===== src/rtl/synth_param_bank_if.sv =====
// Keyboard-side inputs and parameter-value outputs of the synth parameter bank.
// The bench or PS/2 front end is the master; the parameter bank is the slave.
interface synth_param_bank_if #(
    parameter int NUM_PARAMS = 8,
    parameter int VAL_W      = 7
);
    logic [255:0]                key_down;
    logic                        repeat_en;
    logic                        load_defaults;
    logic [NUM_PARAMS*VAL_W-1:0] values;
    logic [NUM_PARAMS-1:0]       changed;

    modport master (
        output key_down,
        output repeat_en,
        output load_defaults,
        input  values,
        input  changed
    );

    modport slave (
        input  key_down,
        input  repeat_en,
        input  load_defaults,
        output values,
        output changed
    );
endinterface


===== src/rtl/synth_param_bank.sv =====
// Keyboard-driven parameter bank: each channel has an up/down key pair with
// typematic auto-repeat and per-channel step, bounds, init value and wrap/clamp mode.
module synth_param_bank #(
    parameter int                          NUM_PARAMS   = 8,
    parameter int                          VAL_W        = 7,
    parameter logic [NUM_PARAMS*8-1:0]     UP_CODES     = {NUM_PARAMS{8'h75}},
    parameter logic [NUM_PARAMS*8-1:0]     DN_CODES     = {NUM_PARAMS{8'h72}},
    parameter logic [NUM_PARAMS*VAL_W-1:0] STEP         = {NUM_PARAMS{VAL_W'(1)}},
    parameter logic [NUM_PARAMS*VAL_W-1:0] MIN_VAL      = '0,
    parameter logic [NUM_PARAMS*VAL_W-1:0] MAX_VAL      = '1,
    parameter logic [NUM_PARAMS*VAL_W-1:0] INIT_VAL     = '0,
    parameter logic [NUM_PARAMS-1:0]       WRAP_MASK    = '0,
    parameter int                          REPEAT_DELAY = 25_000_000,
    parameter int                          REPEAT_RATE  = 5_000_000
) (
    input  logic               clk,
    input  logic               reset,
    synth_param_bank_if.slave  bus
);

    localparam int CNT_MAX = (REPEAT_DELAY > REPEAT_RATE) ? REPEAT_DELAY : REPEAT_RATE;
    localparam int CNT_W   = $clog2(CNT_MAX + 1);

    localparam logic [CNT_W-1:0] DELAY_LAST = CNT_W'(REPEAT_DELAY - 1);
    localparam logic [CNT_W-1:0] RATE_LAST  = CNT_W'(REPEAT_RATE - 1);

    typedef enum logic [1:0] {
        IDLE,
        DELAY,
        REPEAT
    } state_t;

    // Low for the first cycle after reset so keys already held at release never count as presses.
    logic armed;

    always_ff @(posedge clk or posedge reset) begin
        if (reset) begin
            armed <= 1'b0;
        end else begin
            armed <= 1'b1;
        end
    end

    for (genvar i = 0; i < NUM_PARAMS; i++) begin : g_ch
        localparam logic [7:0]       UPC   = UP_CODES[8*i +: 8];
        localparam logic [7:0]       DNC   = DN_CODES[8*i +: 8];
        localparam logic [VAL_W-1:0] STP   = STEP[VAL_W*i +: VAL_W];
        localparam logic [VAL_W-1:0] MINV  = MIN_VAL[VAL_W*i +: VAL_W];
        localparam logic [VAL_W-1:0] MAXV  = MAX_VAL[VAL_W*i +: VAL_W];
        localparam logic [VAL_W-1:0] INITV = INIT_VAL[VAL_W*i +: VAL_W];
        localparam logic             WRAP  = WRAP_MASK[i];

        state_t           state_q;
        logic [CNT_W-1:0] cnt_q;
        logic [CNT_W-1:0] cnt_last;
        logic [VAL_W-1:0] val_q;
        logic             chg_q;
        logic             prev_up;
        logic             prev_dn;
        logic             dir_up_q;

        logic             up_lvl;
        logic             dn_lvl;
        logic             press;
        logic             held;
        logic             step_up;
        logic [VAL_W:0]   up_sum;
        logic [VAL_W:0]   dn_floor;
        logic [VAL_W-1:0] up_val;
        logic [VAL_W-1:0] dn_val;
        logic [VAL_W-1:0] step_val;

        assign up_lvl   = bus.key_down[UPC];
        assign dn_lvl   = bus.key_down[DNC];
        assign press    = armed & ((up_lvl & ~prev_up & ~dn_lvl) | (dn_lvl & ~prev_dn & ~up_lvl));
        assign held     = dir_up_q ? (up_lvl & ~dn_lvl) : (dn_lvl & ~up_lvl);
        assign step_up  = (state_q == IDLE) ? up_lvl : dir_up_q;
        assign cnt_last = (state_q == DELAY) ? DELAY_LAST : RATE_LAST;

        // One extra bit keeps v+STEP and MIN+STEP from overflowing before the bound test.
        always_comb begin
            up_sum   = {1'b0, val_q} + {1'b0, STP};
            dn_floor = {1'b0, MINV} + {1'b0, STP};
            up_val   = up_sum[VAL_W-1:0];
            dn_val   = val_q - STP;
            if (up_sum > {1'b0, MAXV}) begin
                up_val = WRAP ? MINV : MAXV;
            end
            if ({1'b0, val_q} < dn_floor) begin
                dn_val = WRAP ? MAXV : MINV;
            end
            step_val = step_up ? up_val : dn_val;
        end

        always_ff @(posedge clk or posedge reset) begin
            if (reset) begin
                state_q  <= IDLE;
                cnt_q    <= '0;
                val_q    <= INITV;
                chg_q    <= 1'b0;
                prev_up  <= 1'b0;
                prev_dn  <= 1'b0;
                dir_up_q <= 1'b0;
            end else begin
                prev_up <= up_lvl;
                prev_dn <= dn_lvl;
                chg_q   <= 1'b0;
                if (bus.load_defaults) begin
                    state_q <= IDLE;
                    cnt_q   <= '0;
                    val_q   <= INITV;
                    chg_q   <= (val_q != INITV);
                end else begin
                    case (state_q)
                        IDLE: begin
                            cnt_q <= '0;
                            if (press) begin
                                dir_up_q <= up_lvl;
                                state_q  <= DELAY;
                                val_q    <= step_val;
                                chg_q    <= (step_val != val_q);
                            end
                        end
                        DELAY, REPEAT: begin
                            if (!held) begin
                                state_q <= IDLE;
                                cnt_q   <= '0;
                            end else if (cnt_q == cnt_last) begin
                                cnt_q <= '0;
                                if (bus.repeat_en) begin
                                    state_q <= REPEAT;
                                    val_q   <= step_val;
                                    chg_q   <= (step_val != val_q);
                                end else begin
                                    state_q <= IDLE;
                                end
                            end else begin
                                cnt_q <= cnt_q + CNT_W'(1);
                            end
                        end
                        default: begin
                            state_q <= IDLE;
                            cnt_q   <= '0;
                        end
                    endcase
                end
            end
        end

        assign bus.values[VAL_W*i +: VAL_W] = val_q;
        assign bus.changed[i]               = chg_q;
    end

endmodule

===== src/flat_wrapper.sv =====
// flat-port wrapper written by rule: the top's interface ports become plain ports
module synth_param_bank_flat 
#(
    parameter int                          NUM_PARAMS   = 8,
    parameter int                          VAL_W        = 7,
    parameter logic [NUM_PARAMS*8-1:0]     UP_CODES     = {NUM_PARAMS{8'h75}},
    parameter logic [NUM_PARAMS*8-1:0]     DN_CODES     = {NUM_PARAMS{8'h72}},
    parameter logic [NUM_PARAMS*VAL_W-1:0] STEP         = {NUM_PARAMS{VAL_W'(1)}},
    parameter logic [NUM_PARAMS*VAL_W-1:0] MIN_VAL      = '0,
    parameter logic [NUM_PARAMS*VAL_W-1:0] MAX_VAL      = '1,
    parameter logic [NUM_PARAMS*VAL_W-1:0] INIT_VAL     = '0,
    parameter logic [NUM_PARAMS-1:0]       WRAP_MASK    = '0,
    parameter int                          REPEAT_DELAY = 25_000_000,
    parameter int                          REPEAT_RATE  = 5_000_000
)
  (clk, reset, bus_key_down, bus_repeat_en, bus_load_defaults, bus_values, bus_changed);
  synth_param_bank_if #(.NUM_PARAMS(NUM_PARAMS), .VAL_W(VAL_W)) bus_i ();
  input  logic clk;
  input  logic reset;
  input wire logic [$bits(bus_i.key_down)-1:0] bus_key_down;
  input wire logic [$bits(bus_i.repeat_en)-1:0] bus_repeat_en;
  input wire logic [$bits(bus_i.load_defaults)-1:0] bus_load_defaults;
  output wire logic [$bits(bus_i.values)-1:0] bus_values;
  output wire logic [$bits(bus_i.changed)-1:0] bus_changed;
  assign bus_i.key_down = bus_key_down;
  assign bus_i.repeat_en = bus_repeat_en;
  assign bus_i.load_defaults = bus_load_defaults;
  assign bus_values = bus_i.values;
  assign bus_changed = bus_i.changed;
  synth_param_bank #(.NUM_PARAMS(NUM_PARAMS), .VAL_W(VAL_W), .UP_CODES(UP_CODES), .DN_CODES(DN_CODES), .STEP(STEP), .MIN_VAL(MIN_VAL), .MAX_VAL(MAX_VAL), .INIT_VAL(INIT_VAL), .WRAP_MASK(WRAP_MASK), .REPEAT_DELAY(REPEAT_DELAY), .REPEAT_RATE(REPEAT_RATE)) u_core (.clk(clk), .reset(reset), .bus(bus_i));
endmodule

===== config.mk =====
export PLATFORM = sky130hd
export DESIGN_NAME = synth_param_bank_flat
export DESIGN_NICKNAME = d
export VERILOG_FILES = /design/src/rtl/synth_param_bank_if.sv /design/src/rtl/synth_param_bank.sv /design/src/flat_wrapper.sv
export SDC_FILE = /design/constraint.sdc
export NUM_CORES = 1
export LEC_CHECK = 0
export CAP_MARGIN = 20
export CELL_PAD_IN_SITES_DETAIL_PLACEMENT = 0
export CELL_PAD_IN_SITES_GLOBAL_PLACEMENT = 1
export CORE_AREA = 2 2 212 214
export DETAILED_ROUTE_END_ITERATION = 10
export DIE_AREA = 0 0 214 216
export HOLD_SLACK_MARGIN = 0.12
export MAX_ROUTING_LAYER = met4
export PLACE_DENSITY_LB_ADDON = 0.12
export RECOVER_POWER = 50
export SYNTH_ARGS = -nofsm -noshare
export SYNTH_HDL_FRONTEND = slang
export SYNTH_SLANG_ARGS = --single-unit

===== constraint.sdc =====
create_clock -name clk -period 10.67 [get_ports clk]
set_input_delay 1.067 -clock clk [delete_from_list [all_inputs] [get_ports clk]]
set_output_delay 1.067 -clock clk [all_outputs]
set_load 0.1 [all_outputs]

Word level (Yosys, flattened, before mapping)
Index checks and enable logic that the tools add are counted.
- register bits: 291
- input bits: 260
- output and inout port bits: 64
- word-level logic and storage cells: 434
- add/subtract/negate cells: 24
- $lt $le $gt $ge: 16
- equality and inequality tests: 72
- multiplexer cells: 210
- bitwise gates (word level): 13
- reduce and logical (&&, ||, !) cells: 56
- operators with widths (operator ; count):
    $mux 25 ; 40
    $mux 7 ; 64
    $add 25x1->25 const B ; 8
    $eq 25x25->1 ; 8
    $pmux 7 s2 ; 8
    $ne 3x2->1 const B ; 24
    $add 7x1->8 const B ; 8
    $gt 8x7->1 const B ; 8
    $lt 7x1->1 const B ; 8
    $mux 1 ; 56
    $ne 7x7->1 ; 8
    $reduce_bool 7->1 ; 8
    $sub 7x1->7 const B ; 8
    $mux 2 ; 26
    $reduce_and 5->1 ; 8
    $ne 4x4->1 const B ; 8
    $pmux 2 s2 ; 8
    $ne 3x3->1 const B ; 8
    $reduce_and 3->1 ; 8
    $reduce_bool 3->1 ; 8
    $eq 2x1->1 const B ; 8
    $eq 2x2->1 const B ; 8
    $logic_not 2->1 ; 8
    $pmux 1 s2 ; 8
    5 further kinds ; 29

Depth between registers and ports, before layout
- word-level depth: 10
- gate-level depth with buffers: 10
- gate-level depth less buffers: 8

Least setup slack after synthesis
No wires, ideal clock.
- kind: input -> register
- from: input bus_key_down[117]
- to: register u_core.g_ch[4].val_q[5]
- library setup time: 0.113 ns
- arrival time: 2.804 ns
- data required time: 10.557 ns
- path slack: 7.753 ns
- stages: 9
- path buffers: 3
- cell sequence: buf_2 -> nor3b_1 -> o21a_1 -> clkbuf_1 -> o2111a_1 -> a221oi_1 -> clkbuf_1 -> o21ai_0 -> o41ai_1
- longest elaborated chain between the ends: 7
- elaborated cells between the ends (all ways): 20
- classes of those cells: 2 x eq/ne; 9 x mux; 8 x bitwise; 1 x reduce/logical
- ends and longest elaborated chain (what ; line ; source):
    start, declared ; flat_wrapper.sv:20 ; input wire logic [$bits(bus_i.key_down)-1:0] bus_key_down;
    $mux 1 ; synth_param_bank.sv:77 ; assign step_up = (state_q == IDLE) ? up_lvl : dir_up_q;
    $mux 7 ; synth_param_bank.sv:92 ; step_val = step_up ? up_val : dn_val;
    $mux 7 ; synth_param_bank.sv:130 ; if (bus.repeat_en) begin
    $mux 7 ; synth_param_bank.sv:128 ; end else if (cnt_q == cnt_last) begin
    $mux 7 ; synth_param_bank.sv:125 ; if (!held) begin
    $pmux 7 s2 ; synth_param_bank.sv:114 ; case (state_q)
    $mux 7 ; synth_param_bank.sv:108 ; if (bus.load_defaults) begin
    end signal, assigned ; synth_param_bank.sv:120 ; val_q <= step_val;
    end signal, assigned ; synth_param_bank.sv:132 ; val_q <= step_val;
    end, declared ; synth_param_bank.sv:56 ; logic [VAL_W-1:0] val_q;
Several ways; a longest one is shown, not always the timed one. The select of a mux whose other input is x is not followed.
A chain may end at the register's enable or synchronous reset.

Worst setup path in the final report
- from: input bus_key_down[117]
- to: register u_core.g_ch[5].val_q[4]
- longest elaborated chain between the ends: 7
- elaborated cells between the ends (all ways): 20
- classes of those cells: 2 x eq/ne; 9 x mux; 8 x bitwise; 1 x reduce/logical
- ends and longest elaborated chain (what ; line):
    $mux 1 ; synth_param_bank.sv:77
    $mux 7 ; synth_param_bank.sv:92
    $mux 7 ; synth_param_bank.sv:130
    $mux 7 ; synth_param_bank.sv:128
    $mux 7 ; synth_param_bank.sv:125
    $pmux 7 s2 ; synth_param_bank.sv:114
    $mux 7 ; synth_param_bank.sv:108
    end signal, assigned ; synth_param_bank.sv:120
    end signal, assigned ; synth_param_bank.sv:132
    end, declared ; synth_param_bank.sv:56
Several ways; a longest one is shown, not always the timed one. The select of a mux whose other input is x is not followed.

==> flow_metrics.py <==
metrics = {
    "timing": {
        "period_share_pct": 48.5,
        "finalClockSkew_ps": 11.8,
        "timing.setup.tns_ps": 0,
        "slew_violations": 129,
        "hold_viol": 0,
        "rsz0062_at_grt": "false",
        "period_minus_slack_ps": 5170,
        "max_freq_ghz": 0.193,
        "setup_viol": 0,
        "worst_slew_margin_rel_pct": -163,
        "tightest_slew_ps": 3930,
    },
    "clocking": {
        "cts_buffers": 38,
        "clk_latency_ps": 550,
        "numClockSinks": 291,
        "cts_setup_buffers": 0,
        "path_clk_slew_ps": 60,
        "htreeDepth": 2,
        "cts_hold_buf": 0,
        "clock_path_buffers": 3,
        "root_buffer": "clkbuf_16",
        "post_cts_resize_count": 0,
        "cts_tree": "done",
    },
    "final_layout": {
        "fin_nets": 2313,
        "seqCellArea_um2": 7280,
        "synthToLayoutAreaGrowth_pct": 14.1,
        "diodes": 0,
        "nFillCells": 4297,
        "layout-drive-gt1-share_pct": 5.98,
        "final_cells": 2616,
        "multi_input_area_um2": 9320,
    },
    "yosys": {
        "ys_seq_area_share_pct": 41.9,
        "syn_area_per_cell_um2": 8.83,
        "yosysTopAreaCell": "dfrtp_1",
        "synth_top_area_share_pct": 41.9,
        "syn_inst": 1968,
        "ys_async_sr_fraction_pct": 100,
        "synth_area_leaders": "dfrtp_1, nor2_1, xor2_1",
        "synth_seq_cells": 291,
        "synth_edf_count": 0,
        "synth_cell_types": 94,
        "syn_area_um2": 17400,
        "syn_nets": 2284,
        "yosysWarningCount": 0,
        "ys.flop_type": "dfrtp_1",
    },
    "die": {
        "core-area_um2": 43800,
        "initial_core_util_pct": 39.7,
        "die_area_um2": 46200,
        "die_w_um": 214,
        "die_y_um": 216,
        "row_count": 77,
        "io_pins": 324,
    },
    "pwr": {
        "ir_drop_mv": 0.146,
        "leakagePower_nw": 7.96,
        "cellPowerDensity_nw_per_um2": 185,
    },
    "global_routing": {
        "grt_remaining_overflow": 0,
        "track_usage_pct": 19.3,
        "grt_pass1_vias": 13800,
        "antenna_found_initial": 0,
        "grt_pass1_wl_um": 72300,
        "grt_max_degree": 89,
    },
    "outcome": {
        "violations": "capacitance limit, slew limit",
        "status": "finished with violations",
    },
    "routing": {
        "routed-wl-met3_um": 1640,
        "drc": 0,
        "vias": 14200,
        "route.met2.wl_um": 19100,
        "drt_iter0_drc": 996,
        "routed_wl_um": 42900,
        "avgRoutedWirePerCell_um": 16.4,
        "firstDrtPassIters": 5,
        "wl_met1_um": 21500,
        "top_layer": "met4",
        "avgViaCountPerCell": 5.44,
        "drtAntennaViolNets": 0,
    },
    "worst_setup_path": {
        "r2r-start": "u_core.g_ch[5].state_q[1]",
        "setup.worst_path.end_class": "flip-flop",
        "setup.worst_path.start_class": "input port",
        "critPathKind": "input port to flip-flop",
        "worstPathMaxFanout": 39,
        "worstPathArrival_ps": 5610,
        "r2r_cells": 8,
        "rrSetupSlack_ps": 7320,
        "r2r-end": "u_core.g_ch[5].state_q[1]",
        "cp.required_ps": 11100,
    },
    "place": {
        "dp_hpwl_um": 28700,
        "port_buffers": 69,
        "dp.cells": 2547,
        "gp_congestion": 0.819,
    },
    "hold_path": {
        "min_path_type": "flip-flop to flip-flop",
        "hold_end": "u_core.g_ch[7].cnt_q[0]",
        "min_path_cells": 1,
        "holdCritStartpoint": "u_core.g_ch[7].cnt_q[0]",
    },
    "flow_run": {
        "maxCapViolations": 2,
    },
}
[cells by family after synthesis]
family	after synthesis	share of synthesized area, %
AO/OA/AOI/OAI	316	12.1
AND/OR/NAND/NOR	920	26.6
buffers and inverters	175	4.51
other	1	0.0216
flip-flops	291	41.9
XOR/XNOR	171	8.61
multiplexers	38	2.32
adder cells (fa/ha/maj)	56	4.03
[sequential cells by signal, indices dropped and copies added, names as in the netlist]
name,flops
u_core.g_ch.prev_up,1
u_core.g_ch.state_q,16
u_core.g_ch.chg_q,8
u_core.g_ch.prev_dn,1
u_core.g_ch.val_q,56
u_core.g_ch.dir_up_q,8
u_core.g_ch.cnt_q,200
u_core.armed,1
[routing by layer]
layer | GRT usage, % | up-vias
met1 | 26.6 | 6908
li1 | - | 7070
met4 | 4.59 | 0
met2 | 29.3 | 207
met5 | - | -
met3 | 3.74 | 53
[worst max-delay path by stage]
stage	from	to	slack, ps	depth (start not counted)
2_1_floorplan	reset	u_core.armed	1570	1
3_3_place_gp	bus_key_down[114]	u_core.g_ch[5].val_q[4]	5860	7
3_5_place_dp	bus_key_down[114]	u_core.g_ch[5].val_q[4]	5780	7
4_1_cts	bus_key_down[114]	u_core.g_ch[5].val_q[4]	6370	7
5_1_grt	bus_key_down[117]	u_core.g_ch[5].val_q[4]	5290	8
6_report	bus_key_down[117]	u_core.g_ch[5].val_q[4]	5500	8
[power by group]
| part | internal (W) | switching (W) | leakage [nW] |
|---|---|---|---|
| Sequential | 0.00117 | 0.000127 | 3.99 |
| Combinational | 0.000277 | 0.000720 | 3.30 |
| Clock | 0.000879 | 0.000501 | 0.667 |
[area by class of cell]
class	count	share of cell area [%]
clock inverters	11	0.921
repair buffers	82	4.13
flip-flops and latches	291	36.7
multi-input cells	1502	47.0
well taps	592	3.73
clock buffers	56	5.91
inverters	82	1.63
[cell usage in the layout (no fill, tap or decap), types with 11 or more instances in the layout]
master | Yosys | layout
dfrtp_1 | 291 | 291
nor2_1 | 282 | 282
nand2_1 | 172 | 172
nand3_1 | 122 | 122
xor2_1 | 114 | 114
a21oi_1 | 91 | 91
inv_1 | 81 | 80
o21ai_0 | 76 | 75
clkdlybuf4s50_1 | 0 | 65
nor3_1 | 61 | 61
xnor2_1 | 57 | 57
nand4_1 | 56 | 56
ha_1 | 56 | 56
and3_1 | 42 | 42
clkbuf_16 | 0 | 41
nor4_1 | 33 | 33
or3_1 | 28 | 28
and4_1 | 21 | 21
mux2i_1 | 20 | 20
mux2_2 | 16 | 16
o31ai_1 | 14 | 14
o211ai_1 | 14 | 14
or4_1 | 13 | 13
nand3b_1 | 12 | 12
nor4bb_1 | 11 | 11
o22ai_1 | 11 | 11
[per-stage QoR]
stage	area [um^2]	total power (W)	hold WS (ps)	utilization (%)	setup WS [ps]
4_1_cts	19800	0.00372	490	45.2	6370
2_1_floorplan	17400	0.00209	455	-	1570
3_5_place_dp	18400	0.00231	482	42.1	5780
6_report	19800	0.00367	484	45.3	5500
3_3_place_gp	18400	0.00231	475	42.0	5860
5_1_grt	19800	0.00386	516	45.3	5290
[synthesized netlist by cell type, drive strengths merged (5+ instances only)]
| library cell | n |
|---|---|
| nand4 | 56 |
| nor3 | 61 |
| and4 | 22 |
| mux2i | 20 |
| nor2b | 10 |
| o22a | 8 |
| and3 | 43 |
| buf | 27 |
| ha | 56 |
| or3 | 29 |
| nand2b | 9 |
| a21oi | 91 |
| nor2 | 283 |
| o21ai | 78 |
| nor3b | 7 |
| nand3b | 12 |
| xor2 | 114 |
| xnor2 | 57 |
| or4 | 13 |
| mux2 | 18 |
| a22oi | 5 |
| inv | 81 |
| nand4b | 7 |
| a211oi | 10 |
| nor4bb | 11 |
| a32o | 5 |
| clkbuf | 65 |
| o211ai | 14 |
| a31o | 6 |
| nand3 | 122 |
| a2111oi | 9 |
| o22ai | 12 |
| o2111ai | 6 |
| a22o | 6 |
| or2 | 5 |
| nor4b | 6 |
| o31ai | 14 |
| nand2 | 172 |
| dfrtp | 291 |
| nor4 | 34 |
[critical path, stage by stage]
cell           delay [ps]
dlygate4sd3_1         530
clkbuf_1             1300
nor3b_1               230
o21ai_1               900
a22oi_1               220
o22ai_1               820
o21ba_2               260
a32o_1                240
No activity file was read; power rests on OpenSTA's default activity.
